===== config.mk =====
export PLATFORM = sky130hd
export DESIGN_NAME = uart_loopback_fifo
export DESIGN_NICKNAME = d
export VERILOG_FILES = /design/src/rtl/uart_loopback_fifo.sv
export SDC_FILE = /design/constraint.sdc
export NUM_CORES = 1
export LEC_CHECK = 0
export ABC_AREA = 1
export ABC_CLOCK_PERIOD_IN_PS = 3100
export CAP_MARGIN = 20
export CELL_PAD_IN_SITES_DETAIL_PLACEMENT = 0
export CELL_PAD_IN_SITES_GLOBAL_PLACEMENT = 1
export CORE_ASPECT_RATIO = 0.7
export CORE_MARGIN = 5
export CORE_UTILIZATION = 44
export CTS_CLUSTER_DIAMETER = 150
export DETAILED_ROUTE_END_ITERATION = 8
export HOLD_SLACK_MARGIN = 0.02
export PLACE_DENSITY = 0.77
export SETUP_SLACK_MARGIN = 0.1
export SYNTH_ARGS = -nofsm -noshare
export SYNTH_HDL_FRONTEND = slang
export SYNTH_SLANG_ARGS = --single-unit

===== constraint.sdc =====
create_clock -name CLK -period 3.1 [get_ports CLK]
set_input_delay 0.31 -clock CLK [delete_from_list [all_inputs] [get_ports CLK]]
set_output_delay 0.31 -clock CLK [all_outputs]
set_load 0.005 [all_outputs]

===== src/rtl/uart_loopback_fifo.sv =====
// Buffered UART loopback: received words queue in a DEPTH-entry FIFO and drain to the sender
// through a mode-selected transform. Optional statistics counters: define LOOPBACK_STATS_EN.
module uart_loopback_fifo #(
  parameter int WIDTH = 8,
  parameter int DEPTH = 16
) (
  input  logic                   CLK,
  input  logic                   reset,
  input  logic [WIDTH-1:0]       rx_data,
  input  logic                   rx_valid,
  input  logic                   tx_idle,
  input  logic [1:0]             mode,
  input  logic                   clr_ovf,
  output logic [WIDTH-1:0]       tx_data,
  output logic                   tx_start,
  output logic [$clog2(DEPTH):0] fifo_count,
  output logic                   empty,
  output logic                   full,
  output logic                   ovf,
  output logic [15:0]            rx_cnt,
  output logic [15:0]            tx_cnt,
  output logic [15:0]            drop_cnt,
  output logic [1:0]             dbg_state
);

  localparam int PW = $clog2(DEPTH);
  localparam int CW = PW + 1;
  localparam logic [WIDTH-1:0] UC_A     = WIDTH'(8'h41);
  localparam logic [WIDTH-1:0] UC_Z     = WIDTH'(8'h5A);
  localparam logic [WIDTH-1:0] LC_A     = WIDTH'(8'h61);
  localparam logic [WIDTH-1:0] LC_Z     = WIDTH'(8'h7A);
  localparam logic [WIDTH-1:0] CASE_BIT = WIDTH'(8'h20);

  typedef enum logic [1:0] {
    IDLE      = 2'd0,
    WAIT_BUSY = 2'd1,
    WAIT_IDLE = 2'd2
  } state_e;

  state_e           state_q, state_d;
  logic [WIDTH-1:0] mem_q [DEPTH];
  logic [PW-1:0]    wr_ptr_q, rd_ptr_q;
  logic [CW-1:0]    count_q, count_d;
  logic [WIDTH-1:0] tx_data_q, tx_data_d;
  logic             tx_start_q;
  logic             ovf_q, ovf_d;
  logic             empty_w, full_w;
  logic             send, discard, pop, push, drop;

  function automatic logic [WIDTH-1:0] xform(input logic [1:0] m, input logic [WIDTH-1:0] w);
    logic [WIDTH-1:0] r;
    r = w;
    if (m == 2'b01) begin
      r = ~w;
    end else if (m == 2'b10 && WIDTH == 8 &&
                 ((w >= UC_A && w <= UC_Z) || (w >= LC_A && w <= LC_Z))) begin
      r = w ^ CASE_BIT;
    end
    return r;
  endfunction

  assign empty_w = (count_q == '0);
  assign full_w  = (count_q == CW'(DEPTH));

  // Only IDLE pops; discard mode drains one word per cycle without involving the sender.
  always_comb begin
    state_d = state_q;
    send    = 1'b0;
    discard = 1'b0;
    case (state_q)
      IDLE: begin
        if (!empty_w) begin
          if (mode == 2'b11) begin
            discard = 1'b1;
          end else if (tx_idle) begin
            send    = 1'b1;
            state_d = WAIT_BUSY;
          end
        end
      end
      WAIT_BUSY: if (!tx_idle) state_d = WAIT_IDLE;
      WAIT_IDLE: if (tx_idle)  state_d = IDLE;
      default:   state_d = IDLE;
    endcase
  end

  // A full FIFO still accepts a word when a pop frees a slot in the same cycle.
  always_comb begin
    pop       = send | discard;
    push      = rx_valid & (~full_w | pop);
    drop      = rx_valid & ~push;
    ovf_d     = drop | (ovf_q & ~clr_ovf);
    tx_data_d = send ? xform(mode, mem_q[rd_ptr_q]) : tx_data_q;
    count_d   = count_q;
    case ({push, pop})
      2'b10:   count_d = count_q + 1'b1;
      2'b01:   count_d = count_q - 1'b1;
      default: count_d = count_q;
    endcase
  end

  always_ff @(posedge CLK or posedge reset) begin
    if (reset) begin
      state_q    <= IDLE;
      wr_ptr_q   <= '0;
      rd_ptr_q   <= '0;
      count_q    <= '0;
      tx_data_q  <= '0;
      tx_start_q <= 1'b0;
      ovf_q      <= 1'b0;
    end else begin
      state_q    <= state_d;
      count_q    <= count_d;
      tx_data_q  <= tx_data_d;
      tx_start_q <= send;
      ovf_q      <= ovf_d;
      if (push) wr_ptr_q <= wr_ptr_q + 1'b1;
      if (pop)  rd_ptr_q <= rd_ptr_q + 1'b1;
    end
  end

  always_ff @(posedge CLK) begin
    if (push) mem_q[wr_ptr_q] <= rx_data;
  end

`ifdef LOOPBACK_STATS_EN
  logic [15:0] rx_cnt_q, tx_cnt_q, drop_cnt_q;

  // Overflow drops and discards are mutually exclusive (a discard is a pop).
  always_ff @(posedge CLK or posedge reset) begin
    if (reset) begin
      rx_cnt_q   <= '0;
      tx_cnt_q   <= '0;
      drop_cnt_q <= '0;
    end else begin
      if (push)            rx_cnt_q   <= rx_cnt_q + 1'b1;
      if (send)            tx_cnt_q   <= tx_cnt_q + 1'b1;
      if (drop | discard)  drop_cnt_q <= drop_cnt_q + 1'b1;
    end
  end

  assign rx_cnt   = rx_cnt_q;
  assign tx_cnt   = tx_cnt_q;
  assign drop_cnt = drop_cnt_q;
`else
  assign rx_cnt   = '0;
  assign tx_cnt   = '0;
  assign drop_cnt = '0;
`endif

  assign tx_data    = tx_data_q;
  assign tx_start   = tx_start_q;
  assign fifo_count = count_q;
  assign empty      = empty_w;
  assign full       = full_w;
  assign ovf        = ovf_q;
  assign dbg_state  = state_q;

endmodule

==> flow_summary.json <==
{
  "design.core.area_um2": 15600,
  "final_period_minus_worst_setup_slack_ns": 2.45,
  "grt_setup_unrepaired": "no",
  "via_count_of_the_first_global_routing_pass": 4481,
  "place_congestion": 0.817,
  "crit_path_end": "fifo_count[4]",
  "fp.dieH_um": 116,
  "clockRootBuffer": "clkbuf_16",
  "ys_async_sr_fraction_pct": 16.3,
  "postPlaceCellArea_um2": 7510,
  "route.detailed.wl_per_inst_um": 16.6,
  "placed_instance_count": 913,
  "crit_path_max_incr_delay_ns": 0.42,
  "num_vias": 4693,
  "flop_and_latch_count_out_of_synthesis": 153,
  "pwr_density_cell_nw_per_um2": 952,
  "initialDrtViolationCount": 537,
  "cts-root-to-sink-buffers": 2,
  "r2r_end": "fifo_count[4]",
  "synth_largest_type_area_fraction_pct": 54.3,
  "groute.usage.overall_pct": 17.1,
  "worst_hold_path_type": "input pin to asynchronous set/reset pin",
  "postRouteAntennaNets": 0,
  "detailed_placement_hpwl_um": 9900,
  "register_area_share_after_synthesis_pct": 63.2,
  "grt_max_degree": 73,
  "holdBufCountCts": 0,
  "final_cells": 946,
  "crit_path_start": "dbg_state[0]",
  "share_of_final_layout_standard_cells_stronger_than_drive_strength_1_pct": 8.71,
  "multi_input_area_um2": 1980,
  "synthTopCellsByArea": "edfxtp_1 (54%), dfrtp_1 (8.8%), nand2_1 (8.4%)",
  "portBuffers": 33,
  "netlist-cell-type-count": 31,
  "grt-ovfl-total": 0,
  "floorplan.die.width_um": 162,
  "netlist.top_cell.by_area": "edfxtp_1",
  "seq_area_um2": 4470,
  "worst_ir_drop_vdd_uv": 459,
  "hold_ws_ns": 0.236,
  "status": "completed",
  "critPathArrivalTime_ns": 2.76,
  "p_leak_nw": 3.42,
  "regToRegSetupSlack_ns": 0.65,
  "antenna_cells": 0,
  "fin_skew_ns": 0.00848,
  "clk-insertion-delay-late_ns": 0.41,
  "layout_worst_path_cycle_share_pct": 79.1,
  "grt_antenna_before_repair": 0,
  "route.detailed.vias_per_inst": 4.96,
  "timing.setup.critical_path_class": "flip-flop to flip-flop",
  "cap_violations": 0,
  "worstPathCellList": "nor2_1, inv_1, a21oi_1, nand2_2, nor2_1, ha_1, nand2_1, nand2_1, a21oi_1, o21ai_0, o21ai_0, xor2_1, inv_1",
  "synth_edf_count": 128,
  "crit_path_top_delay_cell": "dfrtp_1",
  "timing_max_transition_violations_final": 0,
  "report.final.hold_viol_count": 0,
  "grt_pass1_wl_um": 24400,
  "tritoncts.num_buffers": 17,
  "fin_setup_tns_ns": 0,
  "post_cts_resized": 0,
  "final_cell_mix": "nand2_1 (159), edfxtp_1 (128), nand3_1 (74)",
  "dominantRegCellSynth": "edfxtp_1",
  "final-setup-viol-count": 0,
  "syn_inst": 685,
  "pin_count": 82,
  "crit_path_capture_type": "flip-flop",
  "detail_route.wirelength_um": 15700,
  "tritoncts": "yes",
  "drcViolationCount": 0,
  "worstReg2RegStart": "dbg_state[0]",
  "path_max_fanout": 7,
  "start_util_pct": 45.2,
  "crit_start_category": "flip-flop",
  "max_freq_ghz": 0.408,
  "worst-endpoint-required_ns": 3.40,
  "cts.sinks": 153,
  "leading_cell_type_in_the_layout_fill_and_taps_excluded": "nand2_1",
  "rr_worst_depth": 13,
  "finish.net_count": 757,
  "syn_to_final_growth_pct": 15.6,
  "final_design_area_no_fill_um2": 8180,
  "netlist_area_um2": 7080,
  "post_synth.cell_area_avg_um2": 10.3,
  "row_cnt": 38,
  "worst_path_clk_slew_ns": 0.06,
  "die_footprint_um2": 18800,
  "post_cts_buffers": 0,
  "cts_h_tree_depth": 4,
  "worst-slew-pin-transition_ns": 0.710,
  "count_of_synthesis_stage_warnings_from_yosys": 0,
  "layout.filler_cells": 1387,
  "first_pass_iteration_count_of_the_detailed_router": 5,
  "slew_headroom_pct": 52.5
}
## logic make-up after synthesis
group	after synthesis	synth area share, %
adder cells (fa/ha/maj)	9	1.70
flip-flops	153	63.2
multiplexers	1	0.159
AND/OR/NAND/NOR	307	18.1
other	1	0.0530
XOR/XNOR	10	1.24
AO/OA/AOI/OAI	54	4.26
buffers and inverters	150	11.3
## state kept, by name, indices dropped and copies added (netlist names)
register	count
dbg_state	2
fifo_count	5
mem_q	128
ovf	1
rd_ptr_q	4
tx_data	8
tx_start	1
wr_ptr_q	4
## metal layers
| layer | vias to the layer above | wire length [um] | share of wire (%) | track usage, % |
|---|---|---|---|---|
| li1 | 2264 | - | - | - |
| met1 | 2218 | 7000 | 45 | 23.7 |
| met2 | 192 | 7140 | 46 | 26.9 |
| met3 | 19 | 1390 | 8.8 | 4.76 |
| met4 | 0 | 160 | 1.0 | 4.83 |
| met5 | - | 0 | 0 | 0 |
## power by group
part | leakage [nW] | switching (mW) | internal, mW
logic | 1.66 | 1.79 | 0.971
registers | 1.46 | 0.187 | 2.56
clock network | 0.306 | 0.839 | 1.44
total | 3.42 | 2.81 | 4.97
## layout make-up
cell class	count	area share (%)
sequential	153	54.7
multi-input combinational	429	24.3
timing repair buffer	56	6.55
clock buffer	18	5.25
inverter	76	3.49
tap	200	3.06
clock inverter	14	2.72
## worst min-delay path by stage
stage,endpoint,slack (ns),cells past startpoint
floorplan,dbg_state[0],0.34,1
global placement,tx_data[3],0.47,2
detailed placement,tx_data[3],0.48,2
CTS,ovf,0.45,2
global route,tx_start,0.28,2
finish,tx_start,0.24,2
## Yosys cell counts, drive strengths merged, types with 2 or more instances
| cell | n |
|---|---|
| a21oi | 7 |
| buf | 71 |
| clkbuf | 3 |
| dfrtp | 25 |
| edfxtp | 128 |
| ha | 8 |
| inv | 75 |
| nand2 | 162 |
| nand3 | 76 |
| nand4 | 2 |
| nor2 | 63 |
| o211ai | 7 |
| o21ai | 35 |
| o221ai | 3 |
| or2 | 2 |
| xor2 | 10 |
## through the flow
stage | power (mW) | utilization [%] | setup slack (ns)
after floorplan | 4.63 | - | 0.939
after global placement | 5.46 | 48.0 | 0.412
after detailed placement | 5.53 | 48.0 | 0.373
after CTS | 7.83 | 52.2 | 0.648
after global routing | 8.29 | 52.3 | 0.308
final | 7.79 | 52.3 | 0.647
## worst max-delay path, delay by kind of cell (launching register included)
family                   cells  cell delay [ns]
adder cells (fa/ha/maj)      1             0.35
XOR/XNOR                     1             0.16
AND/OR/NAND/NOR              5             0.79
AO/OA/AOI/OAI                4             0.49
buffers and inverters        2             0.13
flip-flops                   1             0.42
(Power assumes the default switching activity.)
